===== config.mk =====
export PLATFORM = sky130hd
export DESIGN_NAME = univ_shift_reg
export DESIGN_NICKNAME = d
export VERILOG_FILES = /design/src/rtl/univ_shift_reg_pkg.sv /design/src/rtl/usr_step_unit.sv /design/src/rtl/univ_shift_reg.sv
export SDC_FILE = /design/constraint.sdc
export NUM_CORES = 1
export LEC_CHECK = 0
export BUFFER_PORTS_ARGS = -buffer_cell sky130_fd_sc_hd__buf_4
export CAP_MARGIN = 20
export CORE_AREA = 2 2 71 73
export CTS_CLUSTER_DIAMETER = 60
export CTS_CLUSTER_SIZE = 20
export DETAILED_ROUTE_END_ITERATION = 16
export DIE_AREA = 0 0 73 75
export PLACE_DENSITY = 0.52
export SLEW_MARGIN = 20
export SYNTH_ARGS = -nofsm -noshare
export SYNTH_HDL_FRONTEND = slang
export SYNTH_SLANG_ARGS = --single-unit

===== constraint.sdc =====
create_clock -name clk -period 2 [get_ports clk]
set_clock_uncertainty 0.2 [all_clocks]
set_input_delay 0.3 -clock clk [delete_from_list [all_inputs] [get_ports clk]]
set_output_delay 0.3 -clock clk [all_outputs]
set_load 0.02 [all_outputs]

===== src/rtl/univ_shift_reg_pkg.sv =====
// Shared encodings for the universal shift register:
// operation codes and burst controller states.
package univ_shift_reg_pkg;

   typedef enum logic [2:0] {
      OP_HOLD = 3'd0,
      OP_LOAD = 3'd1,
      OP_SHL  = 3'd2,
      OP_SHR  = 3'd3,
      OP_ROL  = 3'd4,
      OP_ROR  = 3'd5,
      OP_ASR  = 3'd6,
      OP_CLR  = 3'd7
   } op_e;

   typedef enum logic {
      ST_IDLE  = 1'b0,
      ST_BURST = 1'b1
   } state_e;

endpackage


===== src/rtl/usr_step_unit.sv =====
// One combinational step of the register: next value plus
// the expelled bit, used by both single-step and burst paths.
module usr_step_unit
   import univ_shift_reg_pkg::*;
#(
   parameter int WIDTH = 8
) (
   input  op_e              op_i,
   input  logic [WIDTH-1:0] d_i,
   input  logic [WIDTH-1:0] load_i,
   input  logic             ser_i,
   output logic [WIDTH-1:0] d_o,
   output logic             sout_o,
   output logic             sout_vld_o
);

   always_comb begin
      d_o        = d_i;
      sout_o     = 1'b0;
      sout_vld_o = 1'b0;
      unique case (op_i)
         OP_HOLD: d_o = d_i;
         OP_LOAD: d_o = load_i;
         OP_SHL: begin
            d_o        = {d_i[WIDTH-2:0], ser_i};
            sout_o     = d_i[WIDTH-1];
            sout_vld_o = 1'b1;
         end
         OP_SHR: begin
            d_o        = {ser_i, d_i[WIDTH-1:1]};
            sout_o     = d_i[0];
            sout_vld_o = 1'b1;
         end
         OP_ROL: begin
            d_o        = {d_i[WIDTH-2:0], d_i[WIDTH-1]};
            sout_o     = d_i[WIDTH-1];
            sout_vld_o = 1'b1;
         end
         OP_ROR: begin
            d_o        = {d_i[0], d_i[WIDTH-1:1]};
            sout_o     = d_i[0];
            sout_vld_o = 1'b1;
         end
         OP_ASR: begin
            d_o        = {d_i[WIDTH-1], d_i[WIDTH-1:1]};
            sout_o     = d_i[0];
            sout_vld_o = 1'b1;
         end
         OP_CLR: d_o = '0;
         default: d_o = d_i;
      endcase
   end

endmodule


===== src/rtl/univ_shift_reg.sv =====
// Universal shift register with single-step ops and
// counted bursts of a latched op.
module univ_shift_reg
   import univ_shift_reg_pkg::*;
#(
   parameter int WIDTH = 8,
   parameter int LEN_W = 4
) (
   input  logic             clk,
   input  logic             rst_n,
   input  logic [2:0]       op,
   input  logic             op_valid,
   input  logic [WIDTH-1:0] data_in,
   input  logic             ser_in,
   input  logic             burst_start,
   input  logic [LEN_W-1:0] burst_len,
   output logic [WIDTH-1:0] data_out,
   output logic             shift_out,
   output logic             busy,
   output logic             done
);

   state_e           state_q, state_d;
   op_e              lop_q, lop_d;
   logic [LEN_W-1:0] count_q, count_d;
   logic [WIDTH-1:0] data_q, data_d;
   logic             sout_q, sout_d;
   logic             busy_q, busy_d;
   logic             done_q, done_d;

   op_e              step_op;
   logic [WIDTH-1:0] step_d;
   logic             step_so;
   logic             step_so_vld;

   assign step_op = (state_q == ST_BURST) ? lop_q : op_e'(op);

   usr_step_unit #(.WIDTH(WIDTH)) u_step (
      .op_i       (step_op),
      .d_i        (data_q),
      .load_i     (data_in),
      .ser_i      (ser_in),
      .d_o        (step_d),
      .sout_o     (step_so),
      .sout_vld_o (step_so_vld)
   );

   always_comb begin
      state_d = state_q;
      lop_d   = lop_q;
      count_d = count_q;
      data_d  = data_q;
      sout_d  = sout_q;
      busy_d  = busy_q;
      done_d  = 1'b0;
      unique case (state_q)
         ST_IDLE: begin
            if (burst_start) begin
               // A zero-length burst completes immediately.
               if (burst_len != '0) begin
                  lop_d   = op_e'(op);
                  count_d = burst_len;
                  busy_d  = 1'b1;
                  state_d = ST_BURST;
               end else begin
                  done_d = 1'b1;
               end
            end else if (op_valid) begin
               data_d = step_d;
               if (step_so_vld) sout_d = step_so;
            end
         end
         ST_BURST: begin
            data_d  = step_d;
            if (step_so_vld) sout_d = step_so;
            count_d = count_q - 1'b1;
            if (count_q == 1) begin
               state_d = ST_IDLE;
               busy_d  = 1'b0;
               done_d  = 1'b1;
            end
         end
         default: state_d = ST_IDLE;
      endcase
   end

   always_ff @(posedge clk) begin
      if (!rst_n) begin
         state_q <= ST_IDLE;
         lop_q   <= OP_HOLD;
         count_q <= '0;
         data_q  <= '0;
         sout_q  <= 1'b0;
         busy_q  <= 1'b0;
         done_q  <= 1'b0;
      end else begin
         state_q <= state_d;
         lop_q   <= lop_d;
         count_q <= count_d;
         data_q  <= data_d;
         sout_q  <= sout_d;
         busy_q  <= busy_d;
         done_q  <= done_d;
      end
   end

   assign data_out  = data_q;
   assign shift_out = sout_q;
   assign busy      = busy_q;
   assign done      = done_q;

endmodule


# [After elaboration in Yosys (flattened, before gate mapping)]
# Cells that the tools add are included.
[totals] elab_cells=57 register_bits=19 in_bits=20 mem_bits_ro=0 ramBits=0 out_inout_bits=11 n_memories=0 latch_bits=0
[classes] n_eq_ne=13 n_bitwise=1 n_div=0 mux=26 magnitude_cmp=0 mul=0 n_reduce_logical=9 n_addsub=1 shifts=0
[ops] cell="$pmux 8 s8" count=1
[ops] cell="$mux 8" count=2
[ops] cell="$pmux 8 s2" count=1
[ops] cell="$mux 1" count=13
[ops] cell="$eq 3x3->1 const B" count=4
[ops] cell="$pmux 1 s2" count=5
[ops] cell="$mux 4" count=2
[ops] cell="$ne 2x2->1 const B" count=4
[ops] cell="$pmux 4 s2" count=1
[ops] cell="$eq 3x2->1 const B" count=2
[ops] cell="$reduce_and 3->1" count=2
[ops] cell="$reduce_or 5->1" count=1
[ops] cell="$eq 4x1->1 const B" count=1
[ops] cell="$reduce_and 2->1" count=2
[ops] cell="$reduce_bool 4->1" count=1
[ops] cell="$sub 4x1->4 const B" count=1
[ops] cell="$eq 3x1->1 const B" count=1
[ops] cell="$logic_not 3->1" count=1
[ops] cell="$mux 3" count=1
[ops] cell="$reduce_or 3->1" count=1
[ops] cell="$ne 2x1->1 const B" count=1
[ops] cell="$reduce_or 2->1" count=1
[ops] cell="$not 1->1" count=1

# [Logic depth before layout (Yosys ltp)]
[depth] ltp_word=8 depth_mapped=6 ltp_nobuf=5

# [Modules after synthesis]
# A second synthesis with hierarchy kept.
[unflattened] hier_cells=167 area_unflattened_um2=1395.1
[by_module_without_submodules] mod="univ_shift_reg" cells_per_inst=91 area_each_um2=862.1 n_inst=1 seq_area_each_um2=380.4
[by_module_without_submodules] mod="usr_step_unit" cells_per_inst=76 area_each_um2=533.0 n_inst=1 seq_area_each_um2=0.0

# [Worst setup path after synthesis]
# No wires, ideal clock.
[synth_path] path_kind="register to register" startpoint="reg state_q" endpoint="reg data_q[0], in the netlist data_out[0]" stages_incl_launch_ff=6 period_less_slack_ps=1565 n_path_buf=1 setup_time_ps=87 setup_slack_ps=435 required_time_ps=1713 arrival_time_ps=1278 path_cell_list="dfxtp_1 > buf_6 > mux2_4 > o21ai_2 > nand3_1 > o31ai_1"
[synth_between] elab_chain_cells=6 elab_cells_between_ends=17 classes_between="eq/ne: 9; mux: 5; bitwise: 1; reduce/logical: 2"
[synth_lines] element="start, declared" line="univ_shift_reg.sv:23" rtl="state_e state_q, state_d;"
[synth_lines] element="start signal, assigned" line="univ_shift_reg.sv:97" rtl="state_q <= state_d;"
[synth_lines] element="$mux 3" line="univ_shift_reg.sv:36" rtl="assign step_op = (state_q == ST_BURST) ? lop_q : op_e'(op);"
[synth_lines] element="$eq 3x3->1, or another cell as far along" line="usr_step_unit.sv:21" rtl="unique case (op_i)"
[synth_lines] element="$pmux 8 s8" line="usr_step_unit.sv:21"
[synth_lines] element="$mux 8" line="univ_shift_reg.sv:68" rtl="end else if (op_valid) begin"
[synth_lines] element="$mux 8" line="univ_shift_reg.sv:58" rtl="if (burst_start) begin"
[synth_lines] element="$pmux 8 s2" line="univ_shift_reg.sv:56" rtl="unique case (state_q)"
[synth_lines] element="end signal, assigned" line="univ_shift_reg.sv:100" rtl="data_q <= data_d;"
[synth_lines] element="end, declared" line="univ_shift_reg.sv:26" rtl="logic [WIDTH-1:0] data_q, data_d;"
# Parallel ways exist; a longest one is shown, timed or not. The select of a mux whose other input is x is not followed.
# A chain may end at the register's enable or synchronous reset.

# [Worst setup path after layout]
[layout_path] startpoint="reg state_q" endpoint="reg data_q[6], in the netlist data_out[6]"
# The elaborated chain is that of the path after synthesis.

==> flow_metrics.py <==
metrics = {
    "critical_path": {
        "reg2reg_depth": 5,
        "critPathBufInv": 1,
        "path_class": "reg -> reg",
        "cpMaxStageDelayCell": "dfxtp_1",
        "cp_max_fo": 8,
        "cp.arrival_ns": 1.75,
        "timing.rr.end": "data_out[6]$_SDFFE_PN0P_",
        "cp-end-kind": "register",
        "r2r_slack_ns": 0.19,
        "critPathLaunchType": "register",
        "slowest_delay_ns": 0.49,
        "required_ns": 1.94,
        "rr_startpoint": "state_q$_SDFF_PN0_",
        "path_cells": "buf_4 > nor2_1 > a32o_1 > a221oi_1 > o31ai_1",
        "path_delay_family": "compound AO/OA/AOI/OAI gates",
    },
    "timing": {
        "fin_crit_ns": 1.81,
        "hold_slack_ns": 0.147,
        "setup-violations-final": 0,
        "slew_headroom_pct": 78.2,
        "worst_slew_pin_slew_ns": 0.318,
        "final_hold_viol_count": 0,
        "fmax_mhz": 553,
        "timing.final.ws_setup_ns": 0.193,
        "tns_ns": 0,
        "rsz0062_at_grt": "false",
        "fin_crit_sh_pct": 90.3,
        "drv_slew": 0,
    },
    "synthesis": {
        "synth_area_per_cell_sq_um": 8.46,
        "yosysSeqAreaShare_pct": 31.2,
        "ys_types": 46,
        "ys_top_cells_by_area": "dfxtp_1 31%, o31ai_1 5.5%, a221oi_1 5.0%, a21oi_1 4.9%, nand2_1 4.9%",
        "synth_top_cell_area_share_pct": 31.2,
        "synth_cells": 144,
        "synthArstFlopShare_pct": 0,
        "synth_ff_type": "dfxtp_1",
        "synthMuxAreaShare_pct": 4.72,
        "yosys.area_share.simple_pct": 18.9,
        "ys_warn_count": 0,
        "ys_seq_elements": 19,
        "synthXorXnorAreaFrac_pct": 4.21,
        "synth_adder_area_share_pct": 2.05,
        "synth.net_count": 166,
        "synth_top_area_cell": "dfxtp_1",
        "synth_area_sq_um": 1220,
        "synth_compound_area_share_pct": 34.9,
        "synth_top_family_by_area": "compound AO/OA/AOI/OAI gates",
        "synth-edff-count": 0,
    },
    "global_routing": {
        "grt_overflow": 0,
        "grt_pass1_vias": 1214,
        "grt_pass1_wl_microns": 5690,
        "grt_antenna_before_repair": 0,
        "grt_start_max_net_pins": 20,
        "grt_usage_pct": 13.2,
    },
    "run": {
        "cap_viol_max_count": 0,
    },
    "final_layout": {
        "area_growth_pct": 28.0,
        "antenna_cells": 0,
        "layout-drive-gt1-share_pct": 27.0,
        "fin_nets": 201,
        "stdcell_count": 232,
    },
    "placed_design": {
        "hpwl_microns": 2510,
        "dp.cells": 228,
        "gp_congestion": 0.784,
        "portBuffers": 30,
        "dp_slack_ns": 0.220,
    },
    "route": {
        "drt_iter0_markers": 131,
        "post-route-drc-count": 0,
        "first_pass_iters": 4,
        "vias_per_cell": 5.36,
        "dr_total_vias": 1243,
        "antenna_left": 0,
        "drt_wl_total_microns": 3330,
        "wl_per_cell_microns": 14.4,
    },
    "pwr": {
        "p_leak_nw": 0.628,
        "combPwrFrac_pct": 32.5,
        "power_frac_clock_pct": 25.3,
        "seq_power_share_pct": 42.2,
        "total_power_mw": 1.09,
        "intPower_mw": 0.715,
        "peakVddDrop_uv": 221,
        "power_density_nw_per_um2": 696,
        "p_sw_share_pct": 34.1,
        "switching_power_mw": 0.371,
    },
    "clocking": {
        "cts_tree": "done",
        "clk_latency_ns": 0.25,
        "cts_hold_buffers": 0,
        "htree_levels": 1,
        "cts_resized": 0,
        "path_clk_slew_ns": 0.07,
        "cts_root_buf": "clkbuf_8",
        "clockBufferDepth": 2,
        "cts_num_sinks": 19,
        "numCtsBuffers": 3,
        "cts_setup_buffers": 0,
    },
    "floorplan": {
        "ioPinCount": 31,
        "rows": 25,
        "start_util_pct": 26.1,
        "core_sq_um": 4660,
        "dieArea_sq_um": 5480,
        "die_h_microns": 75,
        "fp.dieW_microns": 73,
    },
    "worst_hold_path": {
        "hp-class": "in -> reg",
        "holdPathEnd": "lop_q[1]$_SDFFE_PN0P_",
        "hold_path_startpoint": "op[1]",
        "holdPathStages": 3,
    },
    "outcome": {
        "outcome": "complete, no violations",
    },
}
flip-flops by register name (all words and copies together) (netlist names):
register   count
data_out       8
lop_q          3
done           1
count_q        4
shift_out      1
busy           1
state_q        1
worst reg2reg max path: cells and delay by family (launching register included):
family | cells | cell delay (ns)
buffers and inverters | 1 | 0.23
and+or+nand+nor | 1 | 0.05
AOI/OAI and AO/OA | 3 | 0.73
DFF | 1 | 0.49
how the worst max path moves through the flow:
stage,startpoint,to,slack (ns),cells after the start
finish,state_q$_SDFF_PN0_,data_out[6]$_SDFFE_PN0P_,0.19,5
global route,state_q$_SDFF_PN0_,data_out[6]$_SDFFE_PN0P_,0.08,5
CTS,state_q$_SDFF_PN0_,data_out[6]$_SDFFE_PN0P_,0.20,5
detailed placement,state_q$_SDFF_PN0_,data_out[6]$_SDFFE_PN0P_,0.22,5
floorplan,state_q$_SDFF_PN0_,data_out[0]$_SDFFE_PN0P_,0.44,5
global placement,state_q$_SDFF_PN0_,shift_out$_SDFFE_PN0P_,0.23,4
layout by cell type (no fill, tap or decap), types with 4 or more instances in the layout:
| cell type | Yosys | routed |
|---|---|---|
| a21boi_0 | 5 | 5 |
| a21oi_1 | 12 | 12 |
| a221oi_1 | 7 | 7 |
| buf_4 | 1 | 34 |
| dfxtp_1 | 19 | 19 |
| inv_1 | 5 | 5 |
| nand2_1 | 16 | 16 |
| nand3_1 | 8 | 8 |
| nor2_1 | 7 | 7 |
| nor2b_1 | 4 | 4 |
| o21ai_0 | 6 | 6 |
| o31ai_1 | 9 | 9 |
power groups by stage:
stage          sequential (mW)  clock [mW]  combinational, mW
4_1_cts                  0.458       0.284              0.357
6_report                 0.459       0.275              0.353
2_1_floorplan            0.481           0              0.205
3_3_place_gp             0.467           0              0.357
5_1_grt                  0.466       0.302              0.391
3_5_place_dp             0.467           0              0.355
cells by family after synthesis:
family                   count (synthesis)
AO/OA/AOI/OAI                           57
AND/OR/NAND/NOR                         47
flip-flops                              19
buffers and inverters                   10
XOR/XNOR                                 5
multiplexers                             4
adder cells (fa/ha/maj)                  2
per-layer routing:
metal,GRT usage (%),vias up,share of wire [%]
met5,0,-,0
met4,5.56,0,1.6
met3,1.87,5,2.9
met2,19.4,31,44
met1,19.2,592,52
li1,-,615,-
cell usage after synthesis (2+ instances only):
| cell type | instances |
|---|---|
| ha_1 | 2 |
| clkbuf_1 | 2 |
| nor2_1 | 7 |
| o21ai_2 | 2 |
| mux2i_1 | 2 |
| nor2b_1 | 4 |
| dfxtp_1 | 19 |
| o21ai_0 | 6 |
| xor2_1 | 2 |
| nand2_1 | 16 |
| nor3_1 | 2 |
| a31oi_1 | 2 |
| a221oi_1 | 7 |
| a21oi_1 | 12 |
| nor4_1 | 2 |
| nand3_1 | 8 |
| and3_1 | 2 |
| o31ai_1 | 9 |
| a21boi_0 | 5 |
| inv_1 | 5 |
| xnor2_1 | 2 |
| nand2b_1 | 2 |
final cells by class:
type	count	area, sq um
timing repair buffer	34	255
tap	54	67.6
multi-input combinational	115	790
sequential	19	380
clock buffer	4	45.0
fill	516	3100
inverter	6	22.5
per-stage QoR:
stage / instance area, sq um / utilization, %
floorplan: 1220 / -
global placement: 1520 / 32.5
detailed placement: 1520 / 32.5
CTS: 1560 / 33.5
global route: 1560 / 33.5
finish: 1560 / 33.5
(Power assumes the default switching activity.)
